**config.mk**
```make
export PLATFORM = sky130hd
export DESIGN_NAME = serial_beta_iter_flat
export DESIGN_NICKNAME = d
export VERILOG_FILES = /design/src/rtl/serial_beta_iter_pkg.sv /design/src/rtl/serial_beta_iter_if.sv /design/src/rtl/serial_beta_iter_sbox.sv /design/src/rtl/serial_beta_iter.sv /design/src/flat_wrapper.sv
export SDC_FILE = /design/constraint.sdc
export NUM_CORES = 1
export LEC_CHECK = 0
export ABC_AREA = 1
export CORE_MARGIN = 8
export CORE_UTILIZATION = 40
export DETAILED_ROUTE_END_ITERATION = 16
export GPL_TIMING_DRIVEN = 0
export PLACE_DENSITY = 0.69
export SLEW_MARGIN = 20
export SYNTH_ARGS = -nofsm -noshare
export SYNTH_HDL_FRONTEND = slang
export SYNTH_SLANG_ARGS = --single-unit
```
**constraint.sdc**
```tcl
create_clock -name clk -period 4.3 [get_ports clk]
set_input_delay 0.86 -clock clk [delete_from_list [all_inputs] [get_ports clk]]
set_output_delay 0.86 -clock clk [all_outputs]
set_load 0.05 [all_outputs]
```
**src/rtl/serial_beta_iter_pkg.sv**
```systemverilog
// Shared definitions for the serial SWAN beta (S-box) layer.
//   SBOX / INV_SBOX : 4-bit forward and inverse S-box tables
//   state_t         : control FSM states
//   column_get/put  : read/write one 4-bit column {v[c], v[c+C], v[c+2C], v[c+3C]}
//                     of an MSB-first vector padded to MAX_SIDE bits
package swan_pkg;

  localparam int unsigned MAX_SIDE = 128;

  localparam logic [3:0] SBOX [16] = '{
    4'h1, 4'h2, 4'hC, 4'h5, 4'h7, 4'h8, 4'hA, 4'hF,
    4'h4, 4'hD, 4'hB, 4'hE, 4'h9, 4'h6, 4'h0, 4'h3
  };

  localparam logic [3:0] INV_SBOX [16] = '{
    4'hE, 4'h0, 4'h1, 4'hF, 4'h8, 4'h3, 4'hD, 4'h4,
    4'h5, 4'hC, 4'h6, 4'hA, 4'h2, 4'h9, 4'hB, 4'h7
  };

  typedef enum logic [1:0] {IDLE, RUN, DONE} state_t;

  // Bit at the lowest index is the S-box MSB.
  function automatic logic [3:0] column_get(input logic [0:MAX_SIDE-1] vec,
                                            input int unsigned c,
                                            input int unsigned cs);
    logic [6:0] i0, i1, i2, i3;
    i0 = 7'(c);
    i1 = 7'(c + cs);
    i2 = 7'(c + 2 * cs);
    i3 = 7'(c + 3 * cs);
    return {vec[i0], vec[i1], vec[i2], vec[i3]};
  endfunction

  function automatic logic [0:MAX_SIDE-1] column_put(input logic [0:MAX_SIDE-1] vec,
                                                     input int unsigned c,
                                                     input int unsigned cs,
                                                     input logic [3:0] nib);
    logic [0:MAX_SIDE-1] r;
    logic [6:0] i0, i1, i2, i3;
    i0 = 7'(c);
    i1 = 7'(c + cs);
    i2 = 7'(c + 2 * cs);
    i3 = 7'(c + 3 * cs);
    r = vec;
    r[i0] = nib[3];
    r[i1] = nib[2];
    r[i2] = nib[1];
    r[i3] = nib[0];
    return r;
  endfunction

endpackage

```
**src/rtl/serial_beta_iter_if.sv**
```systemverilog
// Handshake bundle for serial_beta_iter.
//   in_valid/in_ready : input handshake, x and inv qualified by in_valid
//   out_valid/out_ready : output handshake, y qualified by out_valid
//   master : producer/consumer side, slave : the beta layer
interface serial_beta_iter_if #(
  parameter int unsigned SIDE_SIZE = 32
);
  logic                 in_valid;
  logic                 in_ready;
  logic [0:SIDE_SIZE-1] x;
  logic                 inv;
  logic                 out_valid;
  logic                 out_ready;
  logic [0:SIDE_SIZE-1] y;

  modport master (
    output in_valid, x, inv, out_ready,
    input  in_ready, out_valid, y
  );

  modport slave (
    input  in_valid, x, inv, out_ready,
    output in_ready, out_valid, y
  );
endinterface

```
**src/rtl/serial_beta_iter_sbox.sv**
```systemverilog
// One 4-bit SWAN S-box, forward or inverse, purely combinational.
//   a   : 4-bit input nibble (bit 3 = MSB)
//   inv : 0 = forward table, 1 = inverse table
//   b   : substituted nibble
module sbox4_dual
  import swan_pkg::*;
(
  input  logic [3:0] a,
  input  logic       inv,
  output logic [3:0] b
);
  always_comb begin
    b = inv ? INV_SBOX[a] : SBOX[a];
  end
endmodule

```
**src/rtl/serial_beta_iter.sv**
```systemverilog
// Iterative SWAN beta layer: substitutes SBOX_PER_CYCLE 4-bit columns of a
// SIDE_SIZE-bit half-state per clock, ITER cycles per transform.
//   clk : rising-edge clock
//   rst : asynchronous active-high reset
//   bus : slave side of serial_beta_iter_if (in_valid/in_ready/x/inv,
//         out_valid/out_ready/y)
module serial_beta_iter
  import swan_pkg::*;
#(
  parameter int unsigned SIDE_SIZE      = 32,
  parameter int unsigned SBOX_PER_CYCLE = 2,
  parameter int unsigned COLUMN_SIZE    = SIDE_SIZE / 4,
  parameter int unsigned ITER           = COLUMN_SIZE / SBOX_PER_CYCLE
) (
  input logic               clk,
  input logic               rst,
  serial_beta_iter_if.slave bus
);
  localparam int unsigned      IDX_W = (ITER > 1) ? $clog2(ITER) : 1;
  localparam logic [IDX_W-1:0] LAST  = IDX_W'(ITER - 1);

  state_t               state, state_next;
  logic [IDX_W-1:0]     col_idx;
  logic [0:SIDE_SIZE-1] src, dst, dst_next;
  logic                 mode_inv;
  logic                 in_ready, accept;
  int unsigned          col_base;

  logic [0:MAX_SIDE-1]  src_w, dst_w;
  logic [3:0]           col_in  [SBOX_PER_CYCLE];
  logic [3:0]           col_out [SBOX_PER_CYCLE];

  // Control: in_ready depends only on state and out_ready.
  always_comb begin
    state_next = state;
    in_ready   = 1'b0;
    unique case (state)
      IDLE: begin
        in_ready = 1'b1;
        if (bus.in_valid) state_next = RUN;
      end
      RUN: begin
        if (col_idx == LAST) state_next = DONE;
      end
      DONE: begin
        in_ready = bus.out_ready;
        if (bus.out_ready) state_next = bus.in_valid ? RUN : IDLE;
      end
      default: state_next = IDLE;
    endcase
  end

  assign accept        = bus.in_valid & in_ready;
  assign bus.in_ready  = in_ready;
  assign bus.out_valid = (state == DONE);
  assign bus.y         = dst;

  // Datapath: vectors are padded to MAX_SIDE so the package column helpers
  // serve every legal SIDE_SIZE.
  assign col_base = 32'(col_idx) * SBOX_PER_CYCLE;

  always_comb begin
    src_w = '0;
    src_w[0:SIDE_SIZE-1] = src;
  end

  for (genvar g = 0; g < SBOX_PER_CYCLE; g++) begin : g_sbox
    assign col_in[g] = column_get(src_w, col_base + 32'(g), COLUMN_SIZE);
    sbox4_dual u_sbox (
      .a   (col_in[g]),
      .inv (mode_inv),
      .b   (col_out[g])
    );
  end

  always_comb begin
    dst_w = '0;
    dst_w[0:SIDE_SIZE-1] = dst;
    for (int unsigned k = 0; k < SBOX_PER_CYCLE; k++) begin
      dst_w = column_put(dst_w, col_base + k, COLUMN_SIZE, col_out[k]);
    end
    dst_next = dst_w[0:SIDE_SIZE-1];
  end

  always_ff @(posedge clk or posedge rst) begin
    if (rst) begin
      state    <= IDLE;
      col_idx  <= '0;
      src      <= '0;
      dst      <= '0;
      mode_inv <= 1'b0;
    end else begin
      state <= state_next;
      if (accept) begin
        src      <= bus.x;
        mode_inv <= bus.inv;
        col_idx  <= '0;
      end else if (state == RUN) begin
        dst <= dst_next;
        if (col_idx != LAST) col_idx <= col_idx + 1'b1;
      end
    end
  end

endmodule

```
**src/flat_wrapper.sv**
```systemverilog
// flat-port wrapper written by rule: the top's interface ports become plain ports
module serial_beta_iter_flat import swan_pkg::*;
#(
  parameter int unsigned SIDE_SIZE      = 32,
  parameter int unsigned SBOX_PER_CYCLE = 2,
  parameter int unsigned COLUMN_SIZE    = SIDE_SIZE / 4,
  parameter int unsigned ITER           = COLUMN_SIZE / SBOX_PER_CYCLE
)
  (clk, rst, bus_in_valid, bus_x, bus_inv, bus_out_ready, bus_in_ready, bus_out_valid, bus_y);
  serial_beta_iter_if #(.SIDE_SIZE(SIDE_SIZE)) bus_i ();
  input logic clk;
  input logic rst;
  input wire logic [$bits(bus_i.in_valid)-1:0] bus_in_valid;
  input wire logic [$bits(bus_i.x)-1:0] bus_x;
  input wire logic [$bits(bus_i.inv)-1:0] bus_inv;
  input wire logic [$bits(bus_i.out_ready)-1:0] bus_out_ready;
  output wire logic [$bits(bus_i.in_ready)-1:0] bus_in_ready;
  output wire logic [$bits(bus_i.out_valid)-1:0] bus_out_valid;
  output wire logic [$bits(bus_i.y)-1:0] bus_y;
  assign bus_i.in_valid = bus_in_valid;
  assign bus_i.x = bus_x;
  assign bus_i.inv = bus_inv;
  assign bus_i.out_ready = bus_out_ready;
  assign bus_in_ready = bus_i.in_ready;
  assign bus_out_valid = bus_i.out_valid;
  assign bus_y = bus_i.y;
  serial_beta_iter #(.SIDE_SIZE(SIDE_SIZE), .SBOX_PER_CYCLE(SBOX_PER_CYCLE), .COLUMN_SIZE(COLUMN_SIZE), .ITER(ITER)) u_core (.clk(clk), .rst(rst), .bus(bus_i));
endmodule
```
# After elaboration in Yosys (flattened, before gate mapping)
# Memories as Yosys holds them, arrays and structs flattened.
# Index checks and enable logic that the tools add are counted.
[totals] register_bits=69 mem_bits_ro=256 inputBits=37 output_inout_bits=34 word_cells=135 mem_count=4
[memory_table] memory="(no name shown)" depth=16 width=4 read_ports=1 rd_ports_with_merged_regs=0 wr=0 line="serial_beta_iter_sbox.sv:13" source="b = inv ? INV_SBOX[a] : SBOX[a];"
[memory_table] memory="(no name shown)" depth=16 width=4 read_ports=1 rd_ports_with_merged_regs=0 wr=0 line="serial_beta_iter_sbox.sv:13"
[memory_table] memory="(no name shown)" depth=16 width=4 read_ports=1 rd_ports_with_merged_regs=0 wr=0 line="serial_beta_iter_sbox.sv:13"
[memory_table] memory="(no name shown)" depth=16 width=4 read_ports=1 rd_ports_with_merged_regs=0 wr=0 line="serial_beta_iter_sbox.sv:13"
[op_classes] addsub=8 order_cmp=18 eq_ne=7 muxes=67 n_bitwise=12 n_reduce_logical=14
[ops] cell="$bwmux 128" n=8
[ops] cell="$ge 8x8->1 const B" n=8
[ops] cell="$lt 8x1->1 const B" n=8
[ops] cell="$bmux 1 s7" n=8
[ops] cell="$demux 1 s7" n=8
[ops] cell="$not 7->8" n=6
[ops] cell="$mux 4" n=10
[ops] cell="$mux 1" n=25
[ops] cell="$add 7x5->7 const B" n=2
[ops] cell="$add 3x5->6 const B" n=2
[ops] cell="$mux 2" n=6
[ops] cell="$ge 5x5->1 const B" n=2
[ops] cell="$not 4->5" n=2
[ops] cell="$logic_and 1x1->1" n=8
[ops] cell="$not 3->8" n=1
[ops] cell="$not 6->8" n=1
[ops] cell="$add 7x4->7 const B" n=1
[ops] cell="$ne 2x2->1 const B" n=3
[ops] cell="$pmux 2 s3" n=1
[ops] cell="$add 3x4->5 const B" n=1
[ops] cell="$add 3x1->4 const B" n=1
[ops] cell="$eq 2x2->1 const B" n=2
[ops] cell="$reduce_and 2->1" n=2
[ops] cell="$reduce_bool 2->1" n=2
[ops] cell="other kinds (8)" n=8

# Longest topological paths before layout
# Gate-level depths: netlist (run 1).
[depth] ltp_word=18 mapped_depth=15

# Cells and area by module
# From an unflattened synthesis (run 1), not the netlist that was laid out.
[hier_totals] hier_cells=486 area_unflattened_um2=3844.9
[by_module_without_submodules] mod="serial_beta_iter" n_inst=1 cells_each=348 area_each_um2=3124.2 seq_area_each_um2=1726.7
[by_module_without_submodules] mod="sbox4_dual" n_inst=2 cells_each=69 area_each_um2=360.3 seq_area_each_um2=0.0

# Worst setup path before layout (run 1)
# Ideal clock, no wire load.
[synth_timing] path_kind="input to register" start="input bus_out_ready" end="register u_core.src[10] in the netlist's numbering" setup_ns=0.125 arrival_ns=2.439 required_time_ns=4.175 slack_ns=1.737 cell_stages=5 n_path_buf=1 cell_sequence="nor2_1 -> nor2_1 -> nand2_1 -> buf_2 -> mux2_2"
[synth_via] elab_chain_cells=2
[synth_lines] item="start, declared" line="flat_wrapper.sv:16" source="input wire logic [$bits(bus_i.out_ready)-1:0] bus_out_ready;"
[synth_lines] item="$pmux 1 s2" line="serial_beta_iter.sv:37" source="unique case (state)"
[synth_lines] item="named net bus_in_ready" line="flat_wrapper.sv:17" source="output wire logic [$bits(bus_i.in_ready)-1:0] bus_in_ready;"
[synth_lines] item="$and 1x1->1" line="serial_beta_iter.sv:53" source="assign accept = bus.in_valid & in_ready;"
[synth_lines] item="end signal, assigned" line="serial_beta_iter.sv:95" source="src <= bus.x;"
[synth_lines] item="end, declared" line="serial_beta_iter.sv:24" source="logic [0:SIDE_SIZE-1] src, dst, dst_next;"
# The timed path passes the listed nets, and every way through them passes these cells.
# A chain may end at the register's enable or synchronous reset.

# Final worst setup path (run 1)
[layout_timing] start="input bus_out_ready" end="output bus_in_ready"
[layout_via] elab_chain_cells=1
[layout_lines] item="$pmux 1 s2" line="serial_beta_iter.sv:37"
[layout_lines] item="end, declared" line="flat_wrapper.sv:17"
# Every way passes these cells.

==> metrics.txt, run 1 <==
number of antenna violations at the first check in global routing=0; vias after detailed routing=3227; setup clock skew after layout=0.00970 ns; Synth area leaders=sky130_fd_sc_hd__dfrtp_1 47%, sky130_fd_sc_hd__nand2_1 18%, sky130_fd_sc_hd__nand3_1 9.3%; hold path depth=2; Tightest Pin Transition=0.508 ns; Worst Reg2Reg Path Length in Cells=13; Commonest cells post-synth=178 x sky130_fd_sc_hd__nand2_1, 69 x sky130_fd_sc_hd__dfrtp_1, 69 x sky130_fd_sc_hd__nand3_1; Crit Path Category=primary input to output pin; number of nets in the layout=589; hold violation total from the final report=0; post-synth net total=507; Maximum Capacitance Violations=0; detailed-routing wirelength on met1=4.19 mm; Area Growth Syn to Fin=28.9%; Unique masters post-synth=23; highest metal layer used by the detailed router=met4; netlist area before placement=3700 um2; dpl cells=634; run status=completed; Clk pin slew, worst setup/hold paths=0.07 ns; final setup violation count=0; H-tree depth=3; Async SR Flop Fraction=100%; Synth Register Bits=69; maximum number of pins on one net before global-route repair=39; Max Freq=0.309 GHz; count of flip-flops with a built-in enable after synthesis=0; DR WL met3=703 um; setup slack of the worst register-to-register path=2.07 ns; cts bufs inserted=9; fraction of final layout cells sized beyond drive strength 1=12.4%; final critical-path share of the clock period=75.4%; final global-route overflow total=0; iteration count of the initial detailed-routing pass=4; Antenna diodes=0; endpoint of the worst hold path=u_core.bus.y[26]; Non-Filler Instances=650; via/cell ratio=4.96; data arrival time at the worst-slack endpoint=2.38 ns; Worst slew margin=66.0%; top-count cell post-synth=sky130_fd_sc_hd__nand2_1; average instance area after synthesis=8.19 um2; final weighted congestion in routability-driven placement=0.805; CTS tree=yes; Clock Path Buffers=2; count of fill cells added during filler insertion=863; unrepaired setup endpoints after global routing=no; sum of met2 wire segment lengths after detailed routing=4.00 mm; shortest clock period the worst path allows after layout=3.24 ns; total DRC errors in the routed layout=0; number of global-route vias before repair=3291; max-slew violation count=0; die area=12600 um2; starting density of the core=40.6%; type of destination of the critical path=output pin; number of warnings issued by yosys=0; primary flip-flop cell chosen by synthesis mapping=sky130_fd_sc_hd__dfrtp_1; HP Start=u_core.bus.y[26]; IO Pins=71; first-pass GRT wire length=15.6 mm; clock tree root driver cell=sky130_fd_sc_hd__clkbuf_8; violation count after the first detailed-route iteration=123; Post-Syn Instances=452; die outline height=112 um; global routing usage summed across all routing layers=15.2%; post-CTS setup buffer count=0; post-cts gate resize count=0; end of the worst register-to-register path=u_core.bus.y[16]; part of the Yosys area used for sequential elements=46.7%; share of Yosys cell area claimed by the top area cell type=46.7%; count of standard-cell rows=35; required arrival time at the worst endpoint=3.44 ns; startpoint class of the critical path=primary input; FF-to-FF Start=u_core.col_idx[0]; post-detailed-route wirelength per cell=13.9 um; number of sinks on the clock net=69; cell type with the highest aggregate area in the netlist=sky130_fd_sc_hd__dfrtp_1; Hold-fix buffers, CTS=0; die width=112 um; clock insertion delay at the later pin of the skew report=0.35 ns; core footprint=9110 um2; DRT Wirelength=9.03 mm; Total Negative Setup Slacks=0 ns; largest driver fanout on the critical path=2; I/O Buffers=70; Hold WS=0.480 ns; post-detail-place hpwl=7.01 mm; worst min path class=flop to flop; post-route antenna net violation count=0
through the flow:
| step | setup WS, ns | util (%) | cell area (um2) |
|---|---|---|---|
| 6_report | 1.06 | 52.3 | 4770 |
| 2_1_floorplan | 1.70 | - | 3700 |
| 4_1_cts | 1.07 | 52.3 | 4770 |
| 5_1_grt | 1.03 | 52.3 | 4770 |
| 3_5_place_dp | 1.08 | 50.1 | 4560 |
| 3_3_place_gp | 0.575 | 49.8 | 4540 |
flip-flops by register name, summed over array words and instances (netlist names):
| name | cells |
|---|---|
| u_core.bus.y | 32 |
| u_core.col_idx | 2 |
| u_core.mode_inv | 1 |
| u_core.src | 32 |
| u_core.state | 2 |
layer usage:
layer  vias to the layer above  track usage, %
li1                       1611               -
met1                      1482            18.8
met2                       119            24.1
met3                        15            5.48
met4                         0            4.86
met5                         -               0
kinds of logic (layout without fill, tap and decap cells):
| group | count (synthesis) | after routing | synth area share, % |
|---|---|---|---|
| muxes | 24 | 24 | 7.30 |
| adders and majority gates | 18 | 18 | 6.09 |
| buffers and inverters | 42 | 129 | 4.90 |
| and+or+nand+nor | 282 | 282 | 32.6 |
| DFF | 69 | 69 | 46.7 |
| AOI/OAI and AO/OA | 17 | 17 | 2.47 |
worst max-delay path: stages:
cell and delay (ns):
sky130_fd_sc_hd__clkdlybuf4s50_1 0.50, sky130_fd_sc_hd__nor2_1 0.06, sky130_fd_sc_hd__nor2_1 0.13, sky130_fd_sc_hd__clkdlybuf4s50_1 0.83
worst max path at each step:
stage / from / end / slack, ns / cells after the start
after floorplan: rst / u_core.bus.y[0] / 1.70 / 1
after global placement: rst / u_core.src[1] / 0.57 / 2
after detailed placement: bus_out_ready / bus_in_ready / 1.08 / 4
after CTS: bus_out_ready / bus_in_ready / 1.07 / 4
after global routing: bus_out_ready / bus_in_ready / 1.03 / 4
final: bus_out_ready / bus_in_ready / 1.06 / 4
final cells by class:
| type | count | area, um2 | share of cell area (%) |
|---|---|---|---|
| Buffer | 10 | 61.3 | 1.29 |
| Clock buffer | 11 | 131 | 2.76 |
| Clock inverter | 5 | 75.1 | 1.57 |
| Inverter | 32 | 123 | 2.57 |
| Multi-Input combinational cell | 341 | 1790 | 37.6 |
| Sequential cell | 69 | 1730 | 36.2 |
| Tap cell | 111 | 139 | 2.91 |
| Timing Repair Buffer | 71 | 721 | 15.1 |
cells in the final DEF (no fill, tap or decap), types with 2 or more instances in the layout:
master | Yosys | layout
sky130_fd_sc_hd__buf_4 | 3 | 3
sky130_fd_sc_hd__nand3_1 | 69 | 69
sky130_fd_sc_hd__nand3_2 | 4 | 4
sky130_fd_sc_hd__nand3b_1 | 2 | 2
sky130_fd_sc_hd__clkbuf_1 | 2 | 4
sky130_fd_sc_hd__nor2_1 | 20 | 20
sky130_fd_sc_hd__nand2_2 | 7 | 7
sky130_fd_sc_hd__clkbuf_8 | 0 | 9
sky130_fd_sc_hd__inv_2 | 5 | 5
sky130_fd_sc_hd__clkinv_1 | 3 | 3
sky130_fd_sc_hd__mux2_2 | 24 | 24
sky130_fd_sc_hd__buf_2 | 4 | 4
sky130_fd_sc_hd__ha_1 | 18 | 18
sky130_fd_sc_hd__a21oi_1 | 11 | 11
sky130_fd_sc_hd__o21ai_0 | 3 | 3
sky130_fd_sc_hd__bufinv_16 | 0 | 2
sky130_fd_sc_hd__nand2_1 | 178 | 178
sky130_fd_sc_hd__dfrtp_1 | 69 | 69
sky130_fd_sc_hd__inv_1 | 24 | 23
sky130_fd_sc_hd__clkdlybuf4s50_1 | 0 | 70
sky130_fd_sc_hd__clkinv_2 | 0 | 3
Power of run 1 is not shown: default switching activity piles up to over one toggle a cycle in this logic, so the estimate is an artifact.
==> run 2: changes to the inputs <==
--- a/config.mk
+++ b/config.mk
@@ -10,7 +10,7 @@
 export CORE_UTILIZATION = 40
 export DETAILED_ROUTE_END_ITERATION = 16
 export GPL_TIMING_DRIVEN = 0
-export PLACE_DENSITY = 0.69
+export PLACE_DENSITY = 0.72
 export SLEW_MARGIN = 20
 export SYNTH_ARGS = -nofsm -noshare
 export SYNTH_HDL_FRONTEND = slang
==> constraint.sdc (replaced) <==
create_clock -name clk -period 2.95 [get_ports clk]
set_input_delay 0.59 -clock clk [delete_from_list [all_inputs] [get_ports clk]]
set_output_delay 0.59 -clock clk [all_outputs]
set_load 0.05 [all_outputs]
==> run 2 against run 1 <==
Cell count shrank 0.31%. Clock-buffer cell count grew 1. Design area shrank 0.55%. Global-route usage shrank 0.34 points. Register-to-register slack lost 1.3 ns. Worst setup slack lost 0.79 ns. Sequential share of layout area grew 0.20 points. Non-clock buffer count is the same. Critical endpoint unchanged. Die area is the same. Wire length grew 0.68%. Worst hold slack gained 0.0020 ns.
==> metrics.txt, run 2 (synthesis results as in run 1) <==
post-cts gate resize count=0 (unchanged); violation count after the first detailed-route iteration=160 (was 123); number of global-route vias before repair=3154 (was 3291); die outline height=112 um (unchanged); count of standard-cell rows=35 (unchanged); clock tree root driver cell=sky130_fd_sc_hd__clkbuf_8 (unchanged); commonest cells after routing, fill and taps aside=178 x sky130_fd_sc_hd__nand2_1, 70 x sky130_fd_sc_hd__clkdlybuf4s50_1, 69 x sky130_fd_sc_hd__nand3_1, 69 x sky130_fd_sc_hd__dfrtp_1, 24 x sky130_fd_sc_hd__mux2_2 (unchanged); required arrival time at the worst endpoint=2.36 ns (was 3.44 ns); post-detail-place hpwl=6.88 mm (was 7.01 mm); cts bufs inserted=9 (unchanged); clock insertion delay at the later pin of the skew report=0.34 ns (was 0.35 ns); max-slew violation count=0 (unchanged); final global-route overflow total=0 (unchanged); first-pass GRT wire length=15.3 mm (was 15.6 mm); starting density of the core=40.6% (unchanged); HP Start=u_core.bus.y[4] (was u_core.bus.y[26]); FF-to-FF Start=u_core.col_idx[0] (unchanged); iteration count of the initial detailed-routing pass=4 (unchanged); timing startpoint of the critical path=bus_out_ready (unchanged); fraction of final layout cells sized beyond drive strength 1=12.1% (was 12.4%); run status=completed (unchanged); Clk pin slew, worst setup/hold paths=0.07 ns (about the same); IO Pins=71 (unchanged); DRT Wirelength=9.09 mm (was 9.03 mm); Antenna diodes=0 (unchanged); setup slack of the worst register-to-register path=0.73 ns (was 2.07 ns); type of destination of the critical path=output pin (unchanged); core footprint=9110 um2 (unchanged); Tightest Pin Transition=0.515 ns (was 0.508 ns); Area Growth Syn to Fin=28.2% (was 28.9%); die width=112 um (unchanged); cells along the critical path=clkdlybuf4s50_1 > nor2_1 > nor2_1 > clkdlybuf4s50_1 (unchanged); Bufs and invs on worst path=2 (unchanged); I/O Buffers=70 (unchanged); pre-CTS worst setup slack=0.263 ns (was 1.08 ns); setup clock skew after layout=0.00850 ns (was 0.00970 ns); post-route antenna net violation count=0 (unchanged); final setup violation count=0 (unchanged); vias after detailed routing=3234 (was 3227); largest driver fanout on the critical path=2 (unchanged); CTS tree=yes (unchanged); Max Freq=0.374 GHz; final critical-path share of the clock period=90.7%; die area=12600 um2 (unchanged); biggest cell delay along the critical path=0.82 ns (was 0.83 ns); Crit Path Category=primary input to output pin (unchanged); number of sinks on the clock net=69 (unchanged); Maximum Capacitance Violations=0 (unchanged); H-tree depth=3 (unchanged); worst setup slack after layout=0.274 ns (was 1.06 ns); critical-path cell with the highest stage delay=sky130_fd_sc_hd__clkdlybuf4s50_1 (unchanged); most common cell after layout, fill and taps aside=sky130_fd_sc_hd__nand2_1 (unchanged); unrepaired setup endpoints after global routing=no (unchanged); maximum number of pins on one net before global-route repair=43 (was 39); hold violation total from the final report=0 (unchanged); global routing usage summed across all routing layers=14.8% (was 15.2%); number of nets in the layout=589 (unchanged); number of antenna violations at the first check in global routing=0 (unchanged); via/cell ratio=4.99 (was 4.96); final weighted congestion in routability-driven placement=0.822 (was 0.805); data arrival time at the worst-slack endpoint=2.09 ns (was 2.38 ns); total DRC errors in the routed layout=0 (unchanged); Clock Path Buffers=2 (unchanged); Worst slew margin=65.5% (was 66.0%); post-detailed-route wirelength per cell=14.0 um (was 13.9 um); Hold-fix buffers, CTS=0 (unchanged); shortest clock period the worst path allows after layout=2.68 ns; startpoint class of the critical path=primary input (unchanged); worst min path class=flop to flop (unchanged); post-CTS setup buffer count=0 (unchanged); Top Family by Delay on Critical Path=buffers and inverters (unchanged)
run 2: changes by cell type in the layout (fill, tap and decap cells not counted), sizes merged:
cell / previous run / this run
clkbuf: 13 / 14
bufinv: 2 / 1
clkinv: 6 / 4
run 2: layout make-up:
cell class,instances,area [um2]
Clock buffer,12,145
Inverter,32,123
Tap cell,111,139
Buffer,10,61.3
Timing Repair Buffer,71,721
Sequential cell,69,1730
Fill cell,885,4370
Clock inverter,2,35.0
Multi-Input combinational cell,341,1790
run 2: per-stage QoR:
step	setup TNS, ns	cells	cell area (um2)	hold slack, ns	util (%)
after floorplan	0	452	3700	0.476	-
after global placement	-33.83	633	4540	0.463	49.8
after detailed placement	0	634	4560	0.465	50.1
after CTS	0	648	4740	0.484	52.1
after global routing	0	648	4740	0.502	52.1
final	0	648	4740	0.482	52.1
run 2: worst min-delay path: cells and delay by family, from the launching register on:
| kind | cells | cell delay [ns] |
|---|---|---|
| DFF | 1 | 0.34 |
| and+or+nand+nor | 2 | 0.10 |
run 2: routing by layer:
layer	routed length, um	GRT usage [%]	up-vias	part of all wire, %
met2	4020	23.1	125	44
met3	680	4.46	10	7.5
li1	-	-	1615	-
met5	0	0	-	0
met1	4270	19.1	1484	47
met4	107	5.04	0	1.2
run 2: path summary, 6_finish.rpt:
| path | cells past startpoint | end |
|---|---|---|
| worst max-delay path | 4 | bus_in_ready |
| worst min-delay path | 2 | u_core.bus.y[4] |
| worst max register to register | 11 | u_core.bus.y[5] |
| worst min register to register | 2 | u_core.bus.y[4] |
| max in group asynchronous | 3 | u_core.state[0] |
| min in group asynchronous | 2 | u_core.src[9] |
Power of run 2 is left out for the same reason.
==> run 3: changes to the inputs <==
==> constraint.sdc (replaced) <==
create_clock -name clk -period 2.95 [get_ports clk]
set_input_delay 0.4425 -clock clk [delete_from_list [all_inputs] [get_ports clk]]
set_output_delay 0.4425 -clock clk [all_outputs]
set_load 0.05 [all_outputs]
==> results of run 3 <==
Same layout as run 2 (identical final DEF). Status: completed.
Main changes from that run: setup slack after placement 0.263 ns -> 0.558 ns; setup slack after layout 0.274 ns -> 0.569 ns; hold slack 0.482 ns -> 0.436 ns
Power of run 3 is left out for the same reason.
